File: src/rtl/sel_pkg.sv
// Shared definitions for the selector scan controller and its round-robin picker.
package sel_pkg;
  localparam int N_CH  = 4;
  localparam int SEL_W = 2;

  typedef enum logic {
    IDLE  = 1'b0,
    GRANT = 1'b1
  } state_t;

  localparam logic [SEL_W-1:0] SEL_RST  = 2'b00;
  localparam logic [SEL_W-1:0] LAST_RST = 2'd3;
endpackage

File: src/rtl/rr_pick.sv
// Combinational round-robin pick: first set request at or after start, wrapping.
module rr_pick
  import sel_pkg::*;
(
  input  logic [N_CH-1:0]  req,
  input  logic [SEL_W-1:0] start,
  output logic [SEL_W-1:0] idx,
  output logic             found
);

  logic [N_CH-1:0]  rot;
  logic [SEL_W-1:0] off;

  // rot[k] is the request k positions after start; the 2-bit sum wraps naturally
  generate
    for (genvar gi = 0; gi < N_CH; gi++) begin : g_rot
      assign rot[gi] = req[start + SEL_W'(gi)];
    end
  endgenerate

  always_comb begin
    off   = '0;
    found = 1'b0;
    for (int k = N_CH - 1; k >= 0; k--) begin
      if (rot[k]) begin
        off   = SEL_W'(k);
        found = 1'b1;
      end
    end
  end

  assign idx = start + off;

endmodule

File: src/rtl/sel_scan_ctrl.sv
// Round-robin SEL generator for the 4-to-1 selector with dwell timer,
// early-release acknowledge and grant lock.
module sel_scan_ctrl
  import sel_pkg::*;
#(
  parameter int DWELL = 4,
  parameter int CNT_W = 4
) (
  input  logic             clk,
  input  logic             rst_n,
  input  logic             en,
  input  logic [N_CH-1:0]  req,
  input  logic             ack,
  input  logic             lock,
  output logic [SEL_W-1:0] sel,
  output logic             valid
);

  localparam logic [CNT_W-1:0] CNT_LOAD = CNT_W'(DWELL - 1);

  generate
    if (DWELL < 1 || DWELL > (1 << CNT_W) - 1) begin : g_bad_dwell
      $error("sel_scan_ctrl: DWELL must be in 1..2^CNT_W-1");
    end
  endgenerate

  state_t           state_reg;
  logic [SEL_W-1:0] sel_reg;
  logic             valid_reg;
  logic [CNT_W-1:0] cnt_reg;
  logic [SEL_W-1:0] last_reg;

  logic [SEL_W-1:0] start;
  logic [SEL_W-1:0] winner;
  logic             found;
  logic             rel_now;

  assign start = last_reg + SEL_W'(1);

  rr_pick u_pick (
    .req   (req),
    .start (start),
    .idx   (winner),
    .found (found)
  );

  // ACK, a dropped request and an unlocked expiry all collapse into one release
  assign rel_now = (cnt_reg == '0 && !lock) || ack || !req[sel_reg];

  always_ff @(posedge clk) begin
    if (!rst_n) begin
      state_reg <= IDLE;
      sel_reg   <= SEL_RST;
      valid_reg <= 1'b0;
      cnt_reg   <= '0;
      last_reg  <= LAST_RST;
    end else begin
      unique case (state_reg)
        IDLE: begin
          if (en && found) begin
            state_reg <= GRANT;
            sel_reg   <= winner;
            valid_reg <= 1'b1;
            cnt_reg   <= CNT_LOAD;
            last_reg  <= winner;
          end else begin
            valid_reg <= 1'b0;
          end
        end
        GRANT: begin
          if (!en) begin
            state_reg <= IDLE;
            valid_reg <= 1'b0;
          end else if (rel_now) begin
            if (found) begin
              sel_reg  <= winner;
              cnt_reg  <= CNT_LOAD;
              last_reg <= winner;
            end else begin
              state_reg <= IDLE;
              valid_reg <= 1'b0;
            end
          end else if (cnt_reg != '0 && !lock) begin
            cnt_reg <= cnt_reg - CNT_W'(1);
          end
        end
        default: state_reg <= IDLE;
      endcase
    end
  end

  assign sel   = sel_reg;
  assign valid = valid_reg;

endmodule

File: config.mk
export PLATFORM = sky130hd
export DESIGN_NAME = sel_scan_ctrl
export DESIGN_NICKNAME = d
export VERILOG_FILES = /design/src/rtl/sel_pkg.sv /design/src/rtl/rr_pick.sv /design/src/rtl/sel_scan_ctrl.sv
export SDC_FILE = /design/constraint.sdc
export NUM_CORES = 1
export LEC_CHECK = 0
export CORE_MARGIN = 2
export CORE_UTILIZATION = 50
export DETAILED_ROUTE_END_ITERATION = 8
export HOLD_SLACK_MARGIN = 0.08
export PLACE_DENSITY = 0.75
export SYNTH_ARGS = -nofsm -noshare
export SYNTH_HDL_FRONTEND = slang
export SYNTH_SLANG_ARGS = --single-unit
File: constraint.sdc
create_clock -name clk -period 5.03 [get_ports clk]
set_input_delay 0.7545 -clock clk [delete_from_list [all_inputs] [get_ports clk]]
set_output_delay 0.7545 -clock clk [all_outputs]
set_load 0.02 [all_outputs]
==> PnR_summary.wiki, run 1 <==
{| class="wikitable"
! Metric !! Value
|-
| CTS Hold Buffers Added || 0
|-
| Cell Count Post-Placement || 102
|-
| Most common cell in the netlist || sky130_fd_sc_hd__dfxtp_1
|-
| Filler instances || around 130
|-
| Leakage component of the power || 0.317 nW
|-
| Most Frequent Cell on Critical Path || sky130_fd_sc_hd__xnor2_1
|-
| Number of slew-limit violations in the final report || 0
|-
| Count of standard-cell rows || 13
|-
| Congestion Overflow GR || 0
|-
| H-tree Lvls || 1
|-
| Number of standard cells after synthesis || 79
|-
| Actual slew at the worst max-slew pin || approximately 0.5 ns
|-
| Data required time at the worst endpoint || approximately 5.2 ns
|-
| Kind of start point of the critical path || input pin
|-
| Layout cells sized above 1 || 0.110
|-
| Setup ws final || ~2.4 ns
|-
| Crit share post-route || 0.524
|-
| Y dimension of the die || between 40 and 50 um
|-
| Antenna violation net count after detailed routing || 0
|-
| Post-CTS Repair Setup Buffers || 0
|-
| Area Growth Syn to Fin || 22.0%
|-
| Most frequent cells after synthesis || sky130_fd_sc_hd__dfxtp_1, sky130_fd_sc_hd__nor2_1, sky130_fd_sc_hd__a21oi_1, sky130_fd_sc_hd__inv_1
|-
| Post-detailed-placement half-perimeter wirelength || roughly 1000 um
|-
| Antenna violations before repair || 0
|-
| Critical path endpoint category || flip-flop
|-
| Register bit count reported by yosys || 10
|-
| Design internal power || ~0.17 mW
|-
| Type of the worst min-delay path || reg -> reg
|-
| Power share of the combinational group || 0.304
|-
| CP Max Fanout || 9
|-
| Clock tree from TritonCTS || yes
|-
| Count of buffers from port buffering || 11
|-
| GRT Util Overall || 0.193
|-
| Setup skew after layout || 0.00477 ns
|-
| Share of power burned in the clock network || 0.298
|-
| CTS sink cnt || 10
|-
| Average size of a mapped cell || between 8 and 9 um2
|-
| Flip-flop count of the largest register, all copies and words added || 4
|-
| Number of enable flip-flop cells after synthesis || 0
|-
| Buffers plus inverters on the worst setup path || 1
|-
| Share of Yosys cell area claimed by the top area cell type || 0.290
|-
| Net switching fraction of the power || 0.313
|-
| Unrepaired setup endpoints after global routing || no
|-
| Count of synthesis-stage warnings from yosys || 0
|-
| NetSw || around 0.076 mW
|-
| CP arrival || 2.82 ns
|-
| Post-Syn Nets || just over 90
|-
| Vias post-DR || ~610
|-
| Final hold violation count || 0
|-
| Post-layout minimum cycle time || 2.63 ns
|-
| Area of the die || ~0.0017 mm2
|-
| Total CTS buffers || 3
|-
| Slowest-stage cell, CP || sky130_fd_sc_hd__clkdlybuf4s50_1
|-
| Total Negative Setup Slacks || 0 ns
|-
| Total wirelength of the detailed-routed design || 1380 um
|-
| Post-cts sizing count || 0
|-
| Initial Utilization || 0.530
|-
| Max-capacitance violation count || 0
|-
| Count of non-filler cells in the finished layout || 106
|-
| Part of the power in registers || 0.398
|-
| Fmax || 380 MHz
|-
| Prevailing post-synth register cell || sky130_fd_sc_hd__dfxtp_1
|-
| Setup slack, reg-to-reg || 3.10 ns
|-
| Proportion of synthesized flip-flops having asynchronous set or reset || 0
|-
| Sequential area share after synthesis || 0.290
|-
| Via count of the first global-routing pass || about 530
|-
| GPL Wtd Cong || 0.650
|-
| IO Count || 12
|-
| Number of distinct library cells after synthesis || 37
|-
| Clock transition at the registers of the reported paths || 0.07 ns
|-
| Wire length of the first global-routing pass || 2170 um
|-
| Avg Vias per Cell || approximately 5.7
|-
| Peak per-stage delay on the critical path || 0.57 ns
|-
| Path type of the worst setup path || in -> reg
|-
| Largest vdd supply drop || 0.130 mV
|-
| Detailed router's first-iteration violation count || 9
|-
| Category of cells accounting for the largest share of critical-path delay || buffers and inverters
|-
| Remaining max-slew budget at the tightest pin || 0.667
|-
| Crit-path cells || clkdlybuf4s50_1, or2_2, o21ai_0, nand2_1, o2111ai_1, ha_1, xnor2_1, xnor2_1, xnor2_1, o31ai_1
|-
| CTS Root Cell || sky130_fd_sc_hd__clkbuf_4
|-
| Dominant cells by area after synthesis || sky130_fd_sc_hd__dfxtp_1, sky130_fd_sc_hd__ha_1, sky130_fd_sc_hd__nor2_1
|-
| Worst-case setup slack after placement || 2.13 ns
|-
| Length of the first detailed-routing pass in iterations || 4
|-
| Total Nets Final || 104
|-
| Average wire per standard cell || 13.0 um
|-
| Count of unresolved DRC violations after routing || 0
|-
| Maximum buffer depth of the clock tree || 2
|-
| Area of the mapped netlist || 689 um2
|-
| Clock network latency to the later pin of the worst-skew pair || 0.27 ns
|-
| Cell type with the highest aggregate area in the netlist || sky130_fd_sc_hd__dfxtp_1
|-
| Width of the die || 41.1 um
|-
| Antenna Cells || 0
|-
| Area of the core || approximately 0.0013 mm2
|-
| Maximum number of pins on one net before global-route repair || 11
|-
| Final setup viols || 0
|-
| Power density over cell area || 289 mW/mm2
|-
| Result of the run || complete, no violations
|}
-- cell type report --
| type | count | area [um2] | share of cell area |
|---|---|---|---|
| clock buffers | 4 | 36.3 | 0.0432 |
| inverters | 7 | 26.3 | 0.0313 |
| multi-input cells | 59 | 449 | 0.534 |
| flip-flops and latches | 10 | 200 | 0.238 |
| well taps | 15 | 18.8 | 0.0223 |
| repair buffers | 11 | 110 | 0.131 |
-- logic make-up after synthesis --
| logic type | after synthesis | synth area share |
|---|---|---|
| AO/OA/AOI/OAI | 23 | 0.276 |
| XOR/XNOR | 3 | 0.0381 |
| adder cells (fa/ha/maj) | 3 | 0.0545 |
| buffers and inverters | 10 | 0.0581 |
| flip-flops | 10 | 0.290 |
| multiplexers | 3 | 0.0436 |
| AND/OR/NAND/NOR | 27 | 0.240 |
-- path summary, 6_finish.rpt --
path          startpoint          to  depth (start not counted)
max               req[3]      sel[1]                         10
min           cnt_reg[3]  cnt_reg[3]                          1
max reg2reg  last_reg[0]      sel[1]                          9
min reg2reg   cnt_reg[3]  cnt_reg[3]                          1
-- power groups by stage --
stage	logic (mW)	registers [mW]	clock network, mW
after floorplan	0.0493	0.0987	0
after global placement	0.0722	0.0981	0
after detailed placement	0.0735	0.0982	0
after CTS	0.0743	0.0964	0.0738
after global routing	0.0814	0.0979	0.0769
final	0.0739	0.0966	0.0722
-- cell usage in the layout (no fill, tap or decap), types with 2 or more instances in the layout --
cell type | Yosys | final
sky130_fd_sc_hd__mux2i_1 | 3 | 3
sky130_fd_sc_hd__or2_2 | 2 | 2
sky130_fd_sc_hd__a211oi_1 | 2 | 2
sky130_fd_sc_hd__o21ai_0 | 2 | 2
sky130_fd_sc_hd__nor2_1 | 9 | 9
sky130_fd_sc_hd__o32ai_1 | 2 | 2
sky130_fd_sc_hd__clkbuf_4 | 0 | 3
sky130_fd_sc_hd__dfxtp_1 | 10 | 10
sky130_fd_sc_hd__a21oi_1 | 6 | 6
sky130_fd_sc_hd__nand2b_1 | 2 | 2
sky130_fd_sc_hd__xnor2_1 | 3 | 3
sky130_fd_sc_hd__clkdlybuf4s50_1 | 0 | 11
sky130_fd_sc_hd__nor3_1 | 3 | 3
sky130_fd_sc_hd__inv_1 | 6 | 6
sky130_fd_sc_hd__ha_1 | 3 | 3
sky130_fd_sc_hd__nand3_1 | 2 | 2
-- metal layers --
layer  track usage  wire (um)
met2         0.344        654
met5             0          0
met3        0.0652         57
met1         0.236        666
met4             0          0
-- stage by stage --
step	area [um2]	util	total power [mW]	hold WS (ns)
floorplan	689	-	0.148	0.439
global placement	805	0.618	0.170	0.458
detailed placement	805	0.618	0.172	0.464
CTS	841	0.646	0.244	0.477
global route	841	0.646	0.256	0.501
finish	841	0.646	0.243	0.477
(Power assumes the default switching activity.)
==> run 2: changes to the inputs <==
--- a/config.mk
+++ b/config.mk
@@ -6,10 +6,10 @@
 export NUM_CORES = 1
 export LEC_CHECK = 0
 export CORE_MARGIN = 2
-export CORE_UTILIZATION = 50
+export CORE_UTILIZATION = 45
 export DETAILED_ROUTE_END_ITERATION = 8
 export HOLD_SLACK_MARGIN = 0.08
-export PLACE_DENSITY = 0.75
+export PLACE_DENSITY = 0.71
 export SYNTH_ARGS = -nofsm -noshare
 export SYNTH_HDL_FRONTEND = slang
 export SYNTH_SLANG_ARGS = --single-unit
==> constraint.sdc (replaced) <==
create_clock -name clk -period 2.4 [get_ports clk]
set_input_delay 0.36 -clock clk [delete_from_list [all_inputs] [get_ports clk]]
set_output_delay 0.36 -clock clk [all_outputs]
set_load 0.02 [all_outputs]
==> run 2 against run 1 <==
Compared with the run above:
- sequential share of layout area is 0.69 points lower
- non-clock buffer count up 5
- count of clock-buffer cells in the layout fell by 1
- clock power grew 57%
- flip-flop and latch count stayed put
- global-route usage is 1.6 points lower
- sequential power increased by 110%
- die area grew 10%
- total power increased by 95%
- largest power group unchanged
- highest routed layer is now met4
==> PnR_summary.wiki, run 2 (synthesized netlist as in run 1, its figures left out) <==
{| class="wikitable"
! Metric !! Value
|-
| Result of the run || complete, no violations
|-
| Total Negative Setup Slacks || 0 ns
|-
| Post-CTS Repair Setup Buffers || 0
|-
| Unrepaired setup endpoints after global routing || no
|-
| Wire length of the first global-routing pass || about 2400 um
|-
| Via count of the first global-routing pass || 573
|-
| Final instance area || 866 um2
|-
| Kind of start point of the critical path || input pin
|-
| Commonest non-fill, non-tap cell in the layout || sky130_fd_sc_hd__clkdlybuf4s50_1
|-
| H-tree Lvls || 1
|-
| Placed inst area || 843 um2
|-
| Actual slew at the worst max-slew pin || 0.440 ns
|-
| Congestion Overflow GR || 0
|-
| GPL Wtd Cong || 0.716
|-
| Initial Utilization || 0.469
|-
| Maximum buffer depth of the clock tree || 2
|-
| Crit share post-route || 0.873
|-
| Fmax || roughly 480 MHz
|-
| Vias post-DR || 613
|-
| CP arrival || ~2.3 ns
|-
| Total CTS buffers || 3
|-
| Largest vdd supply drop || about 0.27 mV
|-
| Maximum number of pins on one net before global-route repair || 10
|-
| Count of non-filler cells in the finished layout || 111
|-
| Detailed router's first-iteration violation count || 6
|-
| Length of the first detailed-routing pass in iterations || 4
|-
| Area Growth Syn to Fin || 25.6%
|-
| Count of standard-cell rows || 14
|-
| Remaining max-slew budget at the tightest pin || 0.706
|-
| Post-detailed-placement half-perimeter wirelength || 1060 um
|-
| Antenna violations before repair || 0
|-
| Area of the core || 0.00147 mm2
|-
| Post-layout minimum cycle time || 2.10 ns
|-
| CP Max Fanout || 5
|-
| Antenna Cells || 0
|-
| Y dimension of the die || between 40 and 50 um
|-
| Most used cells in the layout excluding fill and tap cells || sky130_fd_sc_hd__clkdlybuf4s50_1, sky130_fd_sc_hd__dfxtp_1, sky130_fd_sc_hd__nor2_1
|-
| Total power || 0.474 mW
|-
| Clock transition at the registers of the reported paths || 0.06 ns
|-
| Avg Vias per Cell || 5.52
|-
| Width of the die || approximately 43 um
|-
| Data required time at the worst endpoint || 2.58 ns
|-
| Clock network latency to the later pin of the worst-skew pair || 0.26 ns
|-
| Clock tree from TritonCTS || yes
|-
| Average wire per standard cell || 12.1 um
|-
| Final setup viols || 0
|-
| Count of buffers from port buffering || 11
|-
| Final hold violation count || 0
|-
| Setup slack, reg-to-reg || 0.49 ns
|-
| Path type of the worst setup path || in -> reg
|-
| Type of the worst min-delay path || reg -> reg
|-
| Setup ws final || 0.304 ns
|-
| Finished Core Util || 0.588
|-
| CTS Root Cell || sky130_fd_sc_hd__clkbuf_4
|-
| CTS sink cnt || 10
|-
| Flip-flop count of the largest register, all copies and words added || 4
|-
| Layout cells sized above 1 || 0.147
|-
| Worst-case setup slack after placement || between 0.02 and 0.025 ns
|-
| Area of the die || 0.00186 mm2
|-
| Total wirelength of the detailed-routed design || 1340 um
|-
| Count of unresolved DRC violations after routing || 0
|-
| IO Count || 12
|-
| CTS Hold Buffers Added || 0
|-
| Setup skew after layout || 0.00337 ns
|-
| Antenna violation net count after detailed routing || 0
|-
| Leakage component of the power || between 0.3 and 0.4 nW
|-
| GRT Util Overall || 0.176
|-
| Worst Hold Slack || 0.466 ns
|-
| Post-cts sizing count || 0
|-
| Cell Count Post-Placement || 108
|-
| Max-capacitance violation count || 0
|-
| Number of slew-limit violations in the final report || 0
|-
| Total Nets Final || 109
|-
| Critical path endpoint category || flip-flop
|-
| Power density over cell area || 547 mW/mm2
|}
[run 2: cell count changes in the layout (fill, tap and decap cells not counted)]
cell	previous run	this run
sky130_fd_sc_hd__clkbuf_8	1	0
sky130_fd_sc_hd__buf_4	0	5
[run 2: final timing paths]
| kind | endpoint | from | cells past startpoint |
|---|---|---|---|
| worst max-delay path | sel[1] | req[2] | 9 |
| worst min-delay path | cnt_reg[3] | cnt_reg[3] | 1 |
| worst max register to register | sel[1] | last_reg[0] | 9 |
| worst min register to register | cnt_reg[3] | cnt_reg[3] | 1 |
[run 2: power breakdown]
group	internal (mW)	total, mW	leakage, nW	switching (mW)
Clock	0.0579	0.113	0.0138	0.0553
Combinational	0.0807	0.158	0.237	0.0769
Sequential	0.182	0.203	0.0826	0.0208
Total	0.321	0.474	0.334	0.153
[run 2: routing by layer]
metal,track usage,part of all wire,up-vias
met5,0,0,-
met4,0.0545,0.0075,0
met3,0.0766,0.045,2
met2,0.260,0.45,11
met1,0.231,0.49,273
li1,-,-,327
[run 2: layout make-up]
cell class / instances / area (um2)
clock buffers: 3 / 22.5
fillers: 146 / 606
inverters: 7 / 26.3
multi-input cells: 59 / 449
flip-flops and latches: 10 / 200
well taps: 16 / 20.0
repair buffers: 16 / 148
[run 2: worst max-delay path: stages]
cell,delay [ns]
sky130_fd_sc_hd__clkdlybuf4s50_1,0.56
sky130_fd_sc_hd__nor2_1,0.08
sky130_fd_sc_hd__or4_1,0.39
sky130_fd_sc_hd__o2111ai_1,0.11
sky130_fd_sc_hd__ha_1,0.20
sky130_fd_sc_hd__xnor2_1,0.13
sky130_fd_sc_hd__xnor2_1,0.15
sky130_fd_sc_hd__xnor2_1,0.10
sky130_fd_sc_hd__o31ai_1,0.18
==> run 3: changes to the inputs <==
--- a/config.mk
+++ b/config.mk
@@ -6,10 +6,12 @@
 export NUM_CORES = 1
 export LEC_CHECK = 0
 export CORE_MARGIN = 2
-export CORE_UTILIZATION = 45
+export CORE_UTILIZATION = 48
+export CTS_BUF_LIST = sky130_fd_sc_hd__clkbuf_8
 export DETAILED_ROUTE_END_ITERATION = 8
+export GPL_TIMING_DRIVEN = 0
 export HOLD_SLACK_MARGIN = 0.08
-export PLACE_DENSITY = 0.71
+export PLACE_DENSITY = 0.75
 export SYNTH_ARGS = -nofsm -noshare
 export SYNTH_HDL_FRONTEND = slang
 export SYNTH_SLANG_ARGS = --single-unit
==> run 3 against run 2 <==
Compared with the run above:
- critical path depth stayed put
- setup slack got worse by 0.13 ns
- count of clock-buffer cells in the layout rose by 1
- total power rose by 19%
- clock power up 84%
==> PnR_summary.wiki, run 3 (synthesized netlist as in run 1, its figures left out) <==
{| class="wikitable"
! Metric !! Value
|-
| Result of the run || complete, no violations
|-
| Worst-case setup slack after placement || -0.0791 ns
|-
| Crit share post-route || 0.929
|-
| Maximum buffer depth of the clock tree || 2
|-
| Avg Vias per Cell || around 5.6
|-
| H-tree Lvls || 1
|-
| Setup ws final || 0.171 ns
|-
| CTS Hold Buffers Added || 0
|-
| Y dimension of the die || between 40 and 50 um
|-
| Power share of the combinational group || 0.276
|-
| GPL Wtd Cong || 0.884
|-
| Kind of start point of the critical path || input pin
|-
| Final setup viols || 0
|-
| Unrepaired setup endpoints after global routing || no
|-
| Flip-flop count of the largest register, all copies and words added || 4
|-
| Filler instances || about 110
|-
| Antenna Cells || 0
|-
| Data required time at the worst endpoint || about 2.5 ns
|-
| Most used cells in the layout excluding fill and tap cells || sky130_fd_sc_hd__dfxtp_1, sky130_fd_sc_hd__nor2_1, sky130_fd_sc_hd__clkdlybuf4s50_1
|-
| Leakage component of the power || 0.335 nW
|-
| Area of the die || 0.00176 mm2
|-
| CTS Root Cell || sky130_fd_sc_hd__clkbuf_8
|-
| Setup skew after layout || 0.00292 ns
|-
| Length of the first detailed-routing pass in iterations || 4
|-
| Maximum number of pins on one net before global-route repair || 11
|-
| Clock tree from TritonCTS || yes
|-
| Clock network latency to the later pin of the worst-skew pair || approximately 0.24 ns
|-
| NetSw || 0.161 mW
|-
| Area used by sequential logic in the layout || between 200 and 250 um2
|-
| CP Max Fanout || 6
|-
| Share of power burned in the clock network || 0.370
|-
| Width of the die || 41.9 um
|-
| Remaining max-slew budget at the tightest pin || 0.666
|-
| Critical Path Source || req[0]
|-
| Worst Hold Slack || 0.486 ns
|-
| Average wire per standard cell || 12.5 um
|-
| Hold path startpoint || cnt_reg[3]
|-
| Design internal power || 0.401 mW
|-
| Total Nets Final || 105
|-
| Count of unresolved DRC violations after routing || 0
|-
| Area Growth Syn to Fin || 24.1%
|-
| Wire length of the first global-routing pass || approximately 2500 um
|-
| Net switching fraction of the power || 0.286
|-
| Post-detailed-placement half-perimeter wirelength || around 1000 um
|-
| Met3 routed WL || 62 um
|-
| Count of buffers from port buffering || 9
|-
| Vias post-DR || between 600 and 700
|-
| Congestion Overflow GR || 0
|-
| Power density over cell area || 657 mW/mm2
|-
| Actual slew at the worst max-slew pin || 0.500 ns
|-
| Count of non-filler cells in the finished layout || 107
|-
| Antenna violations before repair || 0
|-
| Antenna violation net count after detailed routing || 0
|-
| Startpoint of the lowest-slack register-to-register path || last_reg[0]
|-
| Commonest non-fill, non-tap cell in the layout || sky130_fd_sc_hd__dfxtp_1
|-
| Combined area of the multi-input logic cells || between 400 and 500 um2
|-
| Cell Count Post-Placement || 103
|-
| CTS sink cnt || 10
|-
| Initial Utilization || 0.523
|-
| Fmax || about 450 MHz
|-
| Count of standard-cell rows || 13
|-
| Number of slew-limit violations in the final report || 0
|-
| Detailed-routed wire length on met2 || 624 um
|-
| Via count of the first global-routing pass || 556
|-
| Path type of the worst setup path || in -> reg
|-
| Clock transition at the registers of the reported paths || roughly 0.050 ns
|-
| Final hold violation count || 0
|-
| CP arrival || 2.37 ns
|-
| Post-layout minimum cycle time || about 2.2 ns
|-
| Area of the core || 0.00132 mm2
|-
| Critical path endpoint category || flip-flop
|-
| Total CTS buffers || 3
|-
| Largest vdd supply drop || roughly 0.58 mV
|-
| Met1 wire length || 652 um
|-
| Max-capacitance violation count || 0
|-
| IO Count || 12
|-
| Total wirelength of the detailed-routed design || 1340 um
|-
| Part of the power in registers || 0.354
|-
| GRT Util Overall || 0.185
|-
| Finished Core Util || 0.650
|-
| Layout cells sized above 1 || 0.130
|-
| Detailed router's first-iteration violation count || 8
|-
| Type of the worst min-delay path || reg -> reg
|-
| Uppermost routed layer || met3
|-
| Post-CTS Repair Setup Buffers || 0
|}
run 3: changes by cell type in the layout (fill, tap and decap cells not counted):
cell                              before  now
sky130_fd_sc_hd__dlymetal6s2s_1        0    1
sky130_fd_sc_hd__clkbuf_8              0    4
sky130_fd_sc_hd__clkbuf_4              3    0
sky130_fd_sc_hd__buf_2                 0    2
sky130_fd_sc_hd__clkbuf_1              0    1
sky130_fd_sc_hd__clkdlybuf4s50_1      11    8
sky130_fd_sc_hd__buf_4                 5    0
run 3: timing repair:
action	in CTS	in global routing
setup endpoints to repair	0	1
hold endpoints to repair	0	0
resized for setup	0	1
run 3: per-stage QoR:
step	total power, mW	cell area, um2	TNS, ns
finish	0.562	856	0
global route	0.596	856	0
CTS	0.571	853	0
detailed placement	0.358	798	-0.134
global placement	0.355	798	-0.0980
floorplan	0.310	689	0
run 3: worst max-delay path, stage by stage:
cell and delay (ns):
sky130_fd_sc_hd__clkdlybuf4s50_1 0.61, sky130_fd_sc_hd__nor2_1 0.10, sky130_fd_sc_hd__or4_1 0.41, sky130_fd_sc_hd__o2111ai_1 0.09
sky130_fd_sc_hd__ha_1 0.19, sky130_fd_sc_hd__xnor2_1 0.13, sky130_fd_sc_hd__xnor2_1 0.16, sky130_fd_sc_hd__xnor2_1 0.11
sky130_fd_sc_hd__o31ai_1 0.21
run 3: worst paths after layout:
kind	to	slack, ns	cells past startpoint
max	sel[1]	0.17	9
max reg2reg	sel[1]	0.34	10
min	cnt_reg[3]	0.49	1
min reg2reg	cnt_reg[3]	0.49	1
run 3: final cells by class:
type	instances	area share
Multi-Input combinational cell	59	0.525
Sequential cell	10	0.234
Timing Repair Buffer	9	0.108
Clock buffer	4	0.0643
Inverter	7	0.0307
Tap cell	15	0.0219
Buffer	3	0.0161
run 3: power by group through the flow:
stage / Combinational [mW] / Clock (mW) / Sequential (mW)
5_1_grt: 0.173 / 0.222 / 0.201
2_1_floorplan: 0.103 / 0 / 0.207
3_5_place_dp: 0.156 / 0 / 0.202
6_report: 0.155 / 0.208 / 0.199
4_1_cts: 0.157 / 0.215 / 0.199
3_3_place_gp: 0.154 / 0 / 0.201
run 3: routing by layer:
layer / GRT usage / up-vias
li1: - / 320
met1: 0.239 / 272
met2: 0.275 / 11
met3: 0.0783 / 0
met4: 0.0581 / 0
met5: 0 / -
